**config.mk**
```make
export PLATFORM = sky130hd
export DESIGN_NAME = reg_bank8_xfer_flat
export DESIGN_NICKNAME = d
export VERILOG_FILES = /design/src/rtl/reg_bank8_xfer_pkg.sv /design/src/rtl/reg_bank8_xfer_if.sv /design/src/rtl/reg_bank8_xfer_reg8_en.sv /design/src/rtl/reg_bank8_xfer.sv /design/src/flat_wrapper.sv
export SDC_FILE = /design/constraint.sdc
export NUM_CORES = 1
export LEC_CHECK = 0
export ABC_AREA = 1
export BUFFER_PORTS_ARGS = -buffer_cell sky130_fd_sc_hd__buf_2
export CAP_MARGIN = 40
export CORE_UTILIZATION = 45
export DETAILED_ROUTE_END_ITERATION = 12
export PLACE_DENSITY = 0.76
export SYNTH_ARGS = -nofsm -noshare
export SYNTH_HDL_FRONTEND = slang
export SYNTH_SLANG_ARGS = --single-unit
export TNS_END_PERCENT = 10
```
**constraint.sdc**
```tcl
create_clock -name clk -period 1.4 [get_ports clk]
set_input_delay 0.07 -clock clk [delete_from_list [all_inputs] [get_ports clk]]
set_output_delay 0.07 -clock clk [all_outputs]
set_load 0.03 [all_outputs]
```
**src/rtl/reg_bank8_xfer_pkg.sv**
```systemverilog
// Shared constants, opcode and FSM encodings for the 8-register bank.
package reg_bank8_xfer_pkg;

  localparam int unsigned DATA_W  = 8;
  localparam int unsigned NUM_REG = 8;
  localparam int unsigned ADDR_W  = 3;

  typedef enum logic [1:0] {
    OP_COPY = 2'b00,
    OP_SWAP = 2'b01,
    OP_CLR  = 2'b10,
    OP_INC  = 2'b11
  } xf_op_e;

  typedef enum logic [2:0] {
    ST_IDLE = 3'd0,
    ST_LOAD = 3'd1,
    ST_WR1  = 3'd2,
    ST_WR2  = 3'd3,
    ST_DONE = 3'd4
  } xf_state_e;

  // One-hot select for a 3-bit register index (addr 0 -> bit 0).
  function automatic logic [NUM_REG-1:0] onehot8(input logic [ADDR_W-1:0] a);
    onehot8    = '0;
    onehot8[a] = 1'b1;
  endfunction

endpackage

```
**src/rtl/reg_bank8_xfer_if.sv**
```systemverilog
// Bus bundle for the register bank: write port, read port, transfer handshake.
interface reg_bank8_xfer_if
  import reg_bank8_xfer_pkg::*;
#(
  parameter int unsigned WIDTH = DATA_W
);

  logic                       wr_en;
  logic [ADDR_W-1:0]          wr_addr;
  logic [0:WIDTH-1]           wr_data;
  logic [ADDR_W-1:0]          rd_addr;
  logic [0:WIDTH-1]           rd_data;
  logic                       xf_start;
  logic [1:0]                 xf_op;
  logic [ADDR_W-1:0]          xf_src;
  logic [ADDR_W-1:0]          xf_dst;
  logic                       xf_busy;
  logic                       xf_done;
  logic [0:NUM_REG*WIDTH-1]   regs_flat;

  modport master (
    output wr_en, wr_addr, wr_data, rd_addr, xf_start, xf_op, xf_src, xf_dst,
    input  rd_data, xf_busy, xf_done, regs_flat
  );

  modport slave (
    input  wr_en, wr_addr, wr_data, rd_addr, xf_start, xf_op, xf_src, xf_dst,
    output rd_data, xf_busy, xf_done, regs_flat
  );

endinterface

```
**src/rtl/reg_bank8_xfer_reg8_en.sv**
```systemverilog
// Single WIDTH-bit register with synchronous active-low reset and load enable.
module reg8_en
  import reg_bank8_xfer_pkg::*;
#(
  parameter int unsigned WIDTH = DATA_W
) (
  input  logic             clk,
  input  logic             rst_n,
  input  logic             en,
  input  logic [0:WIDTH-1] d,
  output logic [0:WIDTH-1] q
);

  // Load d when enabled; reset clears.
  always_ff @(posedge clk) begin
    if (!rst_n)  q <= '0;
    else if (en) q <= d;
  end

endmodule

```
**src/rtl/reg_bank8_xfer.sv**
```systemverilog
// Eight general registers with external write/read ports and a small
// register-to-register transfer engine (copy, swap, clear, increment).
module reg_bank8_xfer
  import reg_bank8_xfer_pkg::*;
#(
  parameter int unsigned WIDTH = DATA_W,
  parameter int unsigned NREG  = NUM_REG
) (
  input  logic             clk,
  input  logic             rst_n,
  reg_bank8_xfer_if.slave  bus
);

  logic [0:WIDTH-1]       regs  [NREG];
  logic [0:WIDTH-1]       reg_d [NREG];
  logic [NREG-1:0]        reg_en;
  logic [NREG-1:0]        ext_we;
  logic [NREG-1:0]        eng_we;
  logic [0:WIDTH-1]       eng_data;
  logic [0:NREG*WIDTH-1]  flat;

  xf_state_e              state;
  xf_op_e                 op_q;
  logic [ADDR_W-1:0]      src_q;
  logic [ADDR_W-1:0]      dst_q;
  logic [0:WIDTH-1]       t_q;
  logic [0:WIDTH-1]       res_q;
  logic                   busy_q;
  logic                   done_q;

  genvar g;
  for (g = 0; g < NREG; g++) begin : g_reg
    reg8_en #(.WIDTH(WIDTH)) u_reg (
      .clk   (clk),
      .rst_n (rst_n),
      .en    (reg_en[g]),
      .d     (reg_d[g]),
      .q     (regs[g])
    );
  end

  // Engine write select: WR1 targets dst (or src for swap), WR2 targets dst.
  always_comb begin
    eng_we   = '0;
    eng_data = '0;
    if (state == ST_WR1) begin
      if (op_q == OP_SWAP) begin
        eng_we[src_q] = 1'b1;
        eng_data      = regs[dst_q];
      end else begin
        eng_we[dst_q] = 1'b1;
        eng_data      = res_q;
      end
    end else if (state == ST_WR2) begin
      eng_we[dst_q] = 1'b1;
      eng_data      = t_q;
    end
  end

  // Per-register enable and data; an engine write to a register beats the external one.
  always_comb begin
    ext_we = bus.wr_en ? onehot8(bus.wr_addr) : '0;
    for (int unsigned i = 0; i < NREG; i++) begin
      reg_en[i] = eng_we[i] | ext_we[i];
      reg_d[i]  = eng_we[i] ? eng_data : bus.wr_data;
    end
  end

  // Flatten register state for the downstream read mux, R0 in the top bits.
  always_comb begin
    flat = '0;
    for (int unsigned i = 0; i < NREG; i++) begin
      flat[i*WIDTH +: WIDTH] = regs[i];
    end
  end

  assign bus.regs_flat = flat;
  assign bus.rd_data   = regs[bus.rd_addr];
  assign bus.xf_busy   = busy_q;
  assign bus.xf_done   = done_q;

  // Transfer FSM with registered busy/done; operands latched on accept.
  always_ff @(posedge clk) begin
    if (!rst_n) begin
      state  <= ST_IDLE;
      op_q   <= OP_COPY;
      src_q  <= '0;
      dst_q  <= '0;
      t_q    <= '0;
      res_q  <= '0;
      busy_q <= 1'b0;
      done_q <= 1'b0;
    end else begin
      done_q <= 1'b0;
      case (state)
        ST_IDLE: begin
          if (bus.xf_start) begin
            op_q   <= xf_op_e'(bus.xf_op);
            src_q  <= bus.xf_src;
            dst_q  <= bus.xf_dst;
            t_q    <= regs[bus.xf_src];
            busy_q <= 1'b1;
            state  <= ST_LOAD;
          end
        end
        ST_LOAD: begin
          case (op_q)
            OP_CLR:  res_q <= '0;
            OP_INC:  res_q <= t_q + WIDTH'(1);
            default: res_q <= t_q;
          endcase
          state <= ST_WR1;
        end
        ST_WR1: begin
          if (op_q == OP_SWAP) begin
            state <= ST_WR2;
          end else begin
            state  <= ST_DONE;
            done_q <= 1'b1;
          end
        end
        ST_WR2: begin
          state  <= ST_DONE;
          done_q <= 1'b1;
        end
        ST_DONE: begin
          state  <= ST_IDLE;
          busy_q <= 1'b0;
        end
        default: begin
          state  <= ST_IDLE;
          busy_q <= 1'b0;
        end
      endcase
    end
  end

endmodule

```
**src/flat_wrapper.sv**
```systemverilog
// flat-port wrapper written by rule: the top's interface ports become plain ports
module reg_bank8_xfer_flat import reg_bank8_xfer_pkg::*;
#(
  parameter int unsigned WIDTH = DATA_W,
  parameter int unsigned NREG  = NUM_REG
)
  (clk, rst_n, bus_wr_en, bus_wr_addr, bus_wr_data, bus_rd_addr, bus_xf_start, bus_xf_op, bus_xf_src, bus_xf_dst, bus_rd_data, bus_xf_busy, bus_xf_done, bus_regs_flat);
  reg_bank8_xfer_if #(.WIDTH(WIDTH)) bus_i ();
  input  logic clk;
  input  logic rst_n;
  input wire logic [$bits(bus_i.wr_en)-1:0] bus_wr_en;
  input wire logic [$bits(bus_i.wr_addr)-1:0] bus_wr_addr;
  input wire logic [$bits(bus_i.wr_data)-1:0] bus_wr_data;
  input wire logic [$bits(bus_i.rd_addr)-1:0] bus_rd_addr;
  input wire logic [$bits(bus_i.xf_start)-1:0] bus_xf_start;
  input wire logic [$bits(bus_i.xf_op)-1:0] bus_xf_op;
  input wire logic [$bits(bus_i.xf_src)-1:0] bus_xf_src;
  input wire logic [$bits(bus_i.xf_dst)-1:0] bus_xf_dst;
  output wire logic [$bits(bus_i.rd_data)-1:0] bus_rd_data;
  output wire logic [$bits(bus_i.xf_busy)-1:0] bus_xf_busy;
  output wire logic [$bits(bus_i.xf_done)-1:0] bus_xf_done;
  output wire logic [$bits(bus_i.regs_flat)-1:0] bus_regs_flat;
  assign bus_i.wr_en = bus_wr_en;
  assign bus_i.wr_addr = bus_wr_addr;
  assign bus_i.wr_data = bus_wr_data;
  assign bus_i.rd_addr = bus_rd_addr;
  assign bus_i.xf_start = bus_xf_start;
  assign bus_i.xf_op = bus_xf_op;
  assign bus_i.xf_src = bus_xf_src;
  assign bus_i.xf_dst = bus_xf_dst;
  assign bus_rd_data = bus_i.rd_data;
  assign bus_xf_busy = bus_i.xf_busy;
  assign bus_xf_done = bus_i.xf_done;
  assign bus_regs_flat = bus_i.regs_flat;
  reg_bank8_xfer #(.WIDTH(WIDTH), .NREG(NREG)) u_core (.clk(clk), .rst_n(rst_n), .bus(bus_i));
endmodule
```
==> results of run 1 <==
-- cell type report --
cell class | count | area (sq um)
clock buffer | 11 | 253
sequential | 93 | 1920
multi-input combinational | 862 | 4440
clock inverter | 5 | 58.8
fill | 1150 | 4320
inverter | 122 | 470
tap | 180 | 225
timing repair buffer | 292 | 2360
-- cell usage in the layout (no fill, tap or decap), drive strengths merged, types with 13 or more instances in the layout --
cell	instances
buf	288
nand3	62
a21oi	117
nand2	384
inv	120
clkbuf	13
dfxtp	93
nor2	94
o21ai	168
-- worst paths after layout --
check | cells past startpoint | end | startpoint
setup / recovery | 9 | u_core.g_reg[7].u_reg.q[0] | u_core.op_q[0]
hold / removal | 3 | u_core.dst_q[2] | bus_xf_dst[2]
setup reg to reg | 9 | u_core.g_reg[7].u_reg.q[0] | u_core.op_q[0]
hold reg to reg | 2 | u_core.bus.xf_busy | u_core.bus.xf_busy
-- registers in the layout (all words and copies together) (netlist names) --
register,flops
u_core.g.u_reg.q,64
u_core.res_q,8
u_core.dst_q,3
u_core.state,3
u_core.src_q,3
u_core.bus.xf_done,1
u_core.bus.xf_busy,1
u_core.t_q,8
u_core.op_q,2
-- cells by family (layout without fill, tap and decap cells) --
kind of cell,after synthesis,count (layout)
AND/OR/NAND/NOR,550,551
AO/OA/AOI/OAI,310,310
buffers and inverters,183,430
flip-flops,93,93
adder cells (fa/ha/maj),1,1
-- per-stage QoR --
step	total power [W]	hold WS [ns]	instance area [sq um]	instances
final	0.00883	0.00880	9720	1565
after global routing	0.00912	0.0369	9720	1565
after CTS	0.00852	0.0206	9330	1562
after detailed placement	0.00570	0.353	8470	1522
after global placement	0.00567	0.350	8470	1522
after floorplan	0.00451	0.263	6600	1137
-- report_power, final --
group	switching [W]	leakage [nW]	internal, W
logic	0.00196	3.99	0.00122
registers	0.000158	0.775	0.00285
clock network	0.00117	0.148	0.00148
total	0.00329	4.91	0.00555
-- routing by layer --
layer	vias to the layer above	wire length, um
li1	4156	-
met5	-	0
met1	4147	10900
met4	0	2300
met3	211	4090
met2	747	13000
-- worst reg2reg max path: stages, from the launching register on --
cell,delay (ns)
sky130_fd_sc_hd__dfxtp_2,0.34
sky130_fd_sc_hd__inv_2,0.05
sky130_fd_sc_hd__nor2_4,0.14
sky130_fd_sc_hd__nand3_4,0.16
sky130_fd_sc_hd__buf_6,0.17
sky130_fd_sc_hd__nand2_2,0.13
sky130_fd_sc_hd__nand3_2,0.25
sky130_fd_sc_hd__a21oi_1,0.24
sky130_fd_sc_hd__o21ai_2,0.07
sky130_fd_sc_hd__inv_1,0.04
-- what timing repair did --
item,4_1_cts,5_1_grt
cloned,1,2
setup endpoints to repair,92,95
gates resized for setup,181,104
hold endpoints to repair,2,0
buffers inserted,21,1
hold buffers,2,0
pin swaps,39,18
==> reports/results.md, run 1 <==
| Group | Quantity | Reported |
| --- | --- | --- |
| floorplan | Die ar. | 15100 sq um |
| pwr | Static Leak | 4.91 nW |
| pwr | Maximum resistive drop on vdd | 0.701 mV |
| critical path | Arrival time of the worst setup path | 1.94 ns |
| synthesis | Post-Syn Area | 6560 sq um |
| global route | Initial antenna violation count | 0 |
| clock tree | Worst-path clk slew | 0.07 ns |
| synthesis | Area share of fa/ha/maj cells after synthesis | 0.191% |
| synthesis | Most frequent cells after synthesis | 377 x sky130_fd_sc_hd__nand2_1, 153 x sky130_fd_sc_hd__o21ai_0, 116 x sky130_fd_sc_hd__a21oi_1, 114 x sky130_fd_sc_hd__inv_1, 93 x sky130_fd_sc_hd__dfxtp_1 |
| global route | Most heavily used metal layer in global routing | met2 |
| timing | Total negative slack | -9.96 ns |
| clock tree | Depth of the CTS H-tree | 3 |
| synthesis | Fraction of synthesized cell area taken by the top area cell type | 28.4% |
| placed design | Routability cong. | 1.04 |
| timing | Final Hold Viols | 0 |
| timing | Highest clock frequency the design can meet | 614 MHz |
| synthesis | Mean instance size in the synthesized netlist | 5.77 sq um |
| global route | Overflow left after global routing | 0 |
| critical path | Nature of the critical path endpoint | flip-flop |
| synthesis | Largest cells by area after synthesis | sky130_fd_sc_hd__dfxtp_1 28%, sky130_fd_sc_hd__nand2_1 22%, sky130_fd_sc_hd__o21ai_0 12%, sky130_fd_sc_hd__a21oi_1 8.8%, sky130_fd_sc_hd__inv_1 6.5% |
| synthesis | Warning count from the yosys run | 0 |
| floorplan | Die Y-Extent | 123 um |
| clock tree | Maximum buffer depth of the clock tree | 2 |
| synthesis | Largest family of logic cells by synthesized area | simple AND/OR/NAND/NOR gates |
| critical path | Type of element launching the critical path | flip-flop |
| clock tree | TritonCTS clock tree | yes |
| routing | Via density per instance | 5.92 |
| routing | Number of DRC markers after the initial detailed-route iteration | 1420 |
| placed design | Number of input and output port buffers inserted | 99 |
| timing | Setup violation total in the final timing report | 80 |
| synthesis | Area share of xor/xnor cells in the synthesized design | 0% |
| placed design | Pre-CTS setup slack | -0.233 ns |
| clock tree | Root buffer cell | sky130_fd_sc_hd__clkbuf_16 |
| floorplan | Starting density of the core | 46.7% |
| cells and area | Post-layout util | 69.3% |
| synthesis | Predominant post-synthesis flop cell | sky130_fd_sc_hd__dfxtp_1 |
| synthesis | Number of flops mapped to enable cells by yosys | 0 |
| cells and area | Fraction of layout instances using a drive strength above 1 | 36.8% |
| floorplan | I/O pin count | 100 |
| global route | Wire length of the first global-routing pass | 45600 um |
| timing | Setup ws final | -0.228 ns |
| timing | Post-layout min period | 1.63 ns |
| timing | Skew final | 0.00773 ns |
| synthesis | Multiplexer share of the synthesized area | 0% |
| synthesis | Fraction of the mapped netlist area in compound gates | 24.5% |
| pwr | Power density over the cells | 908 nW/um^2 |
| critical path | Crit path max-delay family | simple AND/OR/NAND/NOR gates |
| status | Status | finished, violations left |
| floorplan | Core area | 14000 sq um |
| synthesis | Dominant cell type by area after synthesis | sky130_fd_sc_hd__dfxtp_1 |
| global route | Pin count of the biggest net entering global routing | 54 |
| timing | Slew @ Worst Pin | 0.474 ns |
| cells and area | Diodes inserted | 0 |
| timing | Max-slew violation count | 0 |
| status | Violations in the final reports | negative setup slack |
| timing | Setup repair after global routing missed its margin | yes |
| synthesis | Simple-gate area share of the yosys netlist | 35.1% |
| job | Max-cap viol count | 0 |
| synthesis | Library cell with the highest instance count after synthesis | sky130_fd_sc_hd__nand2_1 |
| routing | Via count | 9261 |
| cells and area | Growth of design area from synthesis to finish | 48.2% |
| routing | DRT Wirelength | 30200 um |
| global route | Global Route met1 Usage | 49.6% |
| clock tree | Number of CTS-inserted buffers | 9 |
| critical path | Cell at the slowest stage of the critical path | sky130_fd_sc_hd__dfxtp_2 |
| synthesis | Mapped Cells | 1137 |
| routing | Average wire per standard cell | 19.3 um |
| synthesis | Fraction of registers with async set/reset | 0% |
| floorplan | Die Span X | 123 um |
| critical path | WP buf/inv | 3 |
| timing | Tcrit/Tclk final | 116% |
| synthesis | Number of nets in the synthesized netlist | 1164 |
| synthesis | Distinct cells, synth | 31 |
| floorplan | Num rows | 43 |
| global route | Global routing met3 resource utilization | 11.8% |
| placed design | Detail Placement HPWL | 20600 um |
| global route | Via count of the first global-routing pass | 8407 |
| critical path | Worst setup path category | flip-flop to flip-flop |
| critical path | Worst reg2reg setup slack | -0.23 ns |
| cells and area | Final Net Count | 1407 |
| synthesis | Number of synthesized register bits | 93 |
| global route | GRT Total Usage | 40.6% |
| synthesis | Portion of the post-synthesis area used by sequential elements | 28.4% |
| routing | Remaining antenna violation count after routing | 0 |
| routing | DRC errors left | 0 |
| worst hold path | Worst hold path class | input port to flip-flop |
| global route | GR Layer Usage met2 | 61.4% |
| critical path | Largest driver fanout on the critical path | 8 |
| clock tree | Clock Sink Count | 93 |
| clock tree | Latest clock arrival within the worst-skew pair | 0.37 ns |
| timing | Max-Slew Margin vs Limit | 68.3% |
| routing | First-pass iteration count of the detailed router | 6 |
| critical path | Required time at the worst-slack endpoint | 1.71 ns |
| critical path | Largest incremental delay on the critical path | 0.34 ns |
| critical path | Ordered cell list for the critical path | inv_2 > nor2_4 > nand3_4 > buf_6 > nand2_2 > nand3_2 > a21oi_1 > o21ai_2 > inv_1 |
Note: power is estimated with default switching activity, not from simulation.
==> run 2, diff against run 1 <==
--- a/config.mk
+++ b/config.mk
@@ -12,4 +12,5 @@
 export DETAILED_ROUTE_END_ITERATION = 12
 export PLACE_DENSITY = 0.76
+export SLEW_MARGIN = 20
 export SYNTH_ARGS = -nofsm -noshare
 export SYNTH_HDL_FRONTEND = slang
==> constraint.sdc (replaced) <==
create_clock -name clk -period 1.4 [get_ports clk]
set_input_delay 0.07 -clock clk [delete_from_list [all_inputs] [get_ports clk]]
set_output_delay 0.07 -clock clk [all_outputs]
set_load 0.02 [all_outputs]
==> run 2 against run 1 <==
The run ends with negative hold slack, negative setup slack left. Clock-buffer cell count grew 1. Die area is the same. Via count shrank 1.1%. Setup slack lost 0.070 ns. Critical endpoint is now bus_rd_data[3]. Largest cell class unchanged. Highest routed layer unchanged.
==> reports/results.md, run 2 (synthesis gave the netlist of run 1 again) <==
| Group | Quantity | Reported | vs previous |
| --- | --- | --- | --- |
| status | Status | finished, violations left |  |
| status | Violations in the final reports | negative hold slack, negative setup slack |  |
| routing | DRT Wirelength | 30800 um | +1.9% |
| critical path | R2R Path Start | u_core.state[1] |  |
| floorplan | I/O pin count | 100 | unchanged |
| critical path | Worst reg2reg setup slack | -0.22 ns | about the same |
| pwr | Static Leak | 4.77 nW | -2.8% |
| clock tree | Root buffer cell | sky130_fd_sc_hd__clkbuf_16 |  |
| clock tree | Worst-path clk slew | 0.07 ns | about the same |
| pwr | Maximum resistive drop on vdd | 0.636 mV | -9.3% |
| clock tree | Depth of the CTS H-tree | 3 | unchanged |
| timing | Max-Slew Margin vs Limit | 68.9% | +0.64 points |
| timing | Final Hold Viols | 1 | +1 |
| clock tree | TritonCTS clock tree | yes |  |
| cells and area | Flip-flop count of the largest register after layout | 64 | unchanged |
| global route | Via count of the first global-routing pass | 8155 | -3.0% |
| critical path | Ordered cell list for the critical path | inv_1 > a21oi_2 > o21ai_1 > nand2_1 > nor2_2 > a31oi_4 > buf_6 |  |
| cells and area | Most used cells in the layout excluding fill and tap cells | 347 x sky130_fd_sc_hd__nand2_1, 125 x sky130_fd_sc_hd__buf_4, 105 x sky130_fd_sc_hd__o21ai_0 |  |
| placed design | Number of placed instances, taps included | 1509 | -0.85% |
| global route | Initial antenna violation count | 0 | unchanged |
| timing | Max-slew violation count | 0 | unchanged |
| placed design | Routability cong. | 1.05 | +1.2% |
| critical path | Required time at the worst-slack endpoint | 1.33 ns | -0.38 ns |
| floorplan | Num rows | 43 | unchanged |
| cells and area | Non-filler instance count after layout | 1538 | -1.7% |
| critical path | Critical R2R Capture | u_core.g_reg[1].u_reg.q[7] |  |
| clock tree | Number of CTS-inserted buffers | 9 | unchanged |
| global route | Overflow left after global routing | 0 | unchanged |
| timing | Post-layout min period | 1.70 ns | +0.0695 ns |
| routing | Via count | 9163 | -1.1% |
| floorplan | Die Y-Extent | 123 um | unchanged |
| critical path | Worst setup path category | flip-flop to output pin |  |
| critical path | Arrival time of the worst setup path | 1.63 ns | -0.31 ns |
| clock tree | Clock Sink Count | 93 | unchanged |
| clock tree | Maximum buffer depth of the clock tree | 2 | unchanged |
| routing | Via density per instance | 5.96 | +0.68% |
| cells and area | Diodes inserted | 0 | unchanged |
| clock tree | Latest clock arrival within the worst-skew pair | 0.37 ns | about the same |
| placed design | Number of input and output port buffers inserted | 99 | unchanged |
| floorplan | Die Span X | 123 um | unchanged |
| timing | Skew final | 0.0128 ns | +0.00507 ns |
| floorplan | Core area | 14000 sq um | unchanged |
| cells and area | Post-layout util | 67.3% | -1.9 points |
| critical path | Cells on worst reg2reg path | 11 | +2 |
| timing | Slew @ Worst Pin | 0.465 ns | -0.00958 ns |
| job | Max-cap viol count | 0 | unchanged |
| routing | Remaining antenna violation count after routing | 0 | unchanged |
| critical path | Largest incremental delay on the critical path | 0.35 ns | about the same |
| timing | Setup ws final | -0.297 ns | -0.0695 ns |
| cells and area | Most flops, register | u_core.g.u_reg.q |  |
| floorplan | Starting density of the core | 46.7% | unchanged |
| cells and area | Largest registers | u_core.g.u_reg.q x64, u_core.res_q x8, u_core.t_q x8 |  |
| routing | Average wire per standard cell | 20.0 um | +3.7% |
| placed design | Detail Placement HPWL | 20700 um | +0.24% |
| timing | Min Hold Slack | -0.00283 ns | -0.0116 ns |
| floorplan | Die ar. | 15100 sq um | unchanged |
| timing | Highest clock frequency the design can meet | 589 MHz | -4.1% |
| global route | Pin count of the biggest net entering global routing | 41 | -24% |
| cells and area | Fraction of layout instances using a drive strength above 1 | 32.9% | -3.8 points |
| routing | DRC errors left | 0 | unchanged |
| global route | Wire length of the first global-routing pass | 45400 um | -0.54% |
| critical path | Cell at the slowest stage of the critical path | sky130_fd_sc_hd__dfxtp_2 |  |
| timing | Setup violation total in the final timing report | 75 | -6.3% |
| critical path | Largest driver fanout on the critical path | 3 | -5 |
| critical path | Nature of the critical path endpoint | output pin |  |
| routing | First-pass iteration count of the detailed router | 6 | unchanged |
| worst hold path | Worst hold path class | input port to flip-flop |  |
| cells and area | Growth of design area from synthesis to finish | 44.1% |  |
| pwr | Power density over the cells | 951 nW/um^2 | +4.7% |
| cells and area | Final Net Count | 1380 | -1.9% |
| global route | GRT Total Usage | 41.1% | +0.54 points |
| routing | Number of DRC markers after the initial detailed-route iteration | 1433 | +0.92% |
| critical path | Type of element launching the critical path | flip-flop |  |
| timing | Tcrit/Tclk final | 121% | +5.0 points |
| critical path | Endpoint of the most critical setup path | bus_rd_data[3] |  |
| cells and area | Most common cell after layout, fill and taps aside | sky130_fd_sc_hd__nand2_1 |  |
| timing | Setup repair after global routing missed its margin | yes |  |
| critical path | Origin of the worst setup path | u_core.g_reg[5].u_reg.q[4] |  |
-- run 2: cell count changes in the layout (fill, tap and decap cells not counted), moves of 6 or more --
cell and change:
sky130_fd_sc_hd__a21oi_2 -8, sky130_fd_sc_hd__nand2_1 +7, sky130_fd_sc_hd__o21ai_1 +8, sky130_fd_sc_hd__buf_6 -6
sky130_fd_sc_hd__dfxtp_1 +8, sky130_fd_sc_hd__dfxtp_2 -7, sky130_fd_sc_hd__nor2_2 +6, sky130_fd_sc_hd__buf_4 -24
sky130_fd_sc_hd__a21oi_1 +9, sky130_fd_sc_hd__nand2_2 -11, sky130_fd_sc_hd__o21ai_2 -10
-- run 2: metal layers --
metal | global-route usage, % | vias to the layer above | part of all wire, %
li1 | - | 4110 | -
met1 | 50.9 | 4091 | 35
met2 | 61.6 | 756 | 43
met3 | 9.90 | 206 | 14
met4 | 30.9 | 0 | 8.7
met5 | 0 | - | 0
-- run 2: what timing repair did --
item                                   4_1_cts  5_1_grt
hold buffers                                 1        0
cloned                                       1        0
setup buffers                                6        7
setup endpoints to repair                   93       93
gates resized for setup                    167       86
endpoints found under the hold margin        2        0
pin swaps                                   21       19
-- run 2: final cells by class --
class	instances	area, sq um
well taps	180	225
fillers	1210	4590
clock inverters	4	95.1
inverters	122	483
multi-input cells	862	4370
clock buffers	12	246
flip-flops and latches	93	1910
repair buffers	265	2130
-- run 2: critical path, delay by kind of cell (launching register included) --
kind            cells  cell delay, ns
buf+inv             2            0.25
flops               1            0.35
compound gates      3            0.48
simple gates        2            0.19
-- run 2: worst min path at each step --
| stage | endpoint | cells after the start | start | slack (ns) |
|---|---|---|---|---|
| 6_report | u_core.dst_q[2] | 3 | bus_xf_dst[2] | -0.003 |
| 5_1_grt | u_core.dst_q[2] | 3 | bus_xf_dst[2] | 0.02 |
| 4_1_cts | u_core.dst_q[2] | 3 | bus_xf_dst[2] | 0.002 |
| 3_5_place_dp | u_core.t_q[6] | 3 | rst_n | 0.36 |
| 3_3_place_gp | u_core.t_q[6] | 3 | rst_n | 0.36 |
| 2_1_floorplan | u_core.dst_q[0] | 2 | bus_xf_dst[0] | 0.26 |
-- run 2: where the power goes --
group | switching, W | leakage, nW | internal [W]
Combinational | 0.00186 | 3.83 | 0.00116
Sequential | 0.000177 | 0.772 | 0.00285
Clock | 0.00115 | 0.167 | 0.00180
-- run 2: stage by stage --
step / area (sq um) / TNS, ns / hold slack, ns / total power [W] / setup WS (ns)
floorplan: 6580 / -1.19 / 0.263 / 0.00441 / -0.0466
global placement: 8380 / -10.63 / 0.357 / 0.00557 / -0.229
detailed placement: 8380 / -13.00 / 0.361 / 0.00560 / -0.306
CTS: 9160 / -6.47 / 0.00171 / 0.00867 / -0.152
global route: 9460 / -16.27 / 0.0232 / 0.00924 / -0.304
finish: 9460 / -9.01 / -0.00283 / 0.00899 / -0.297
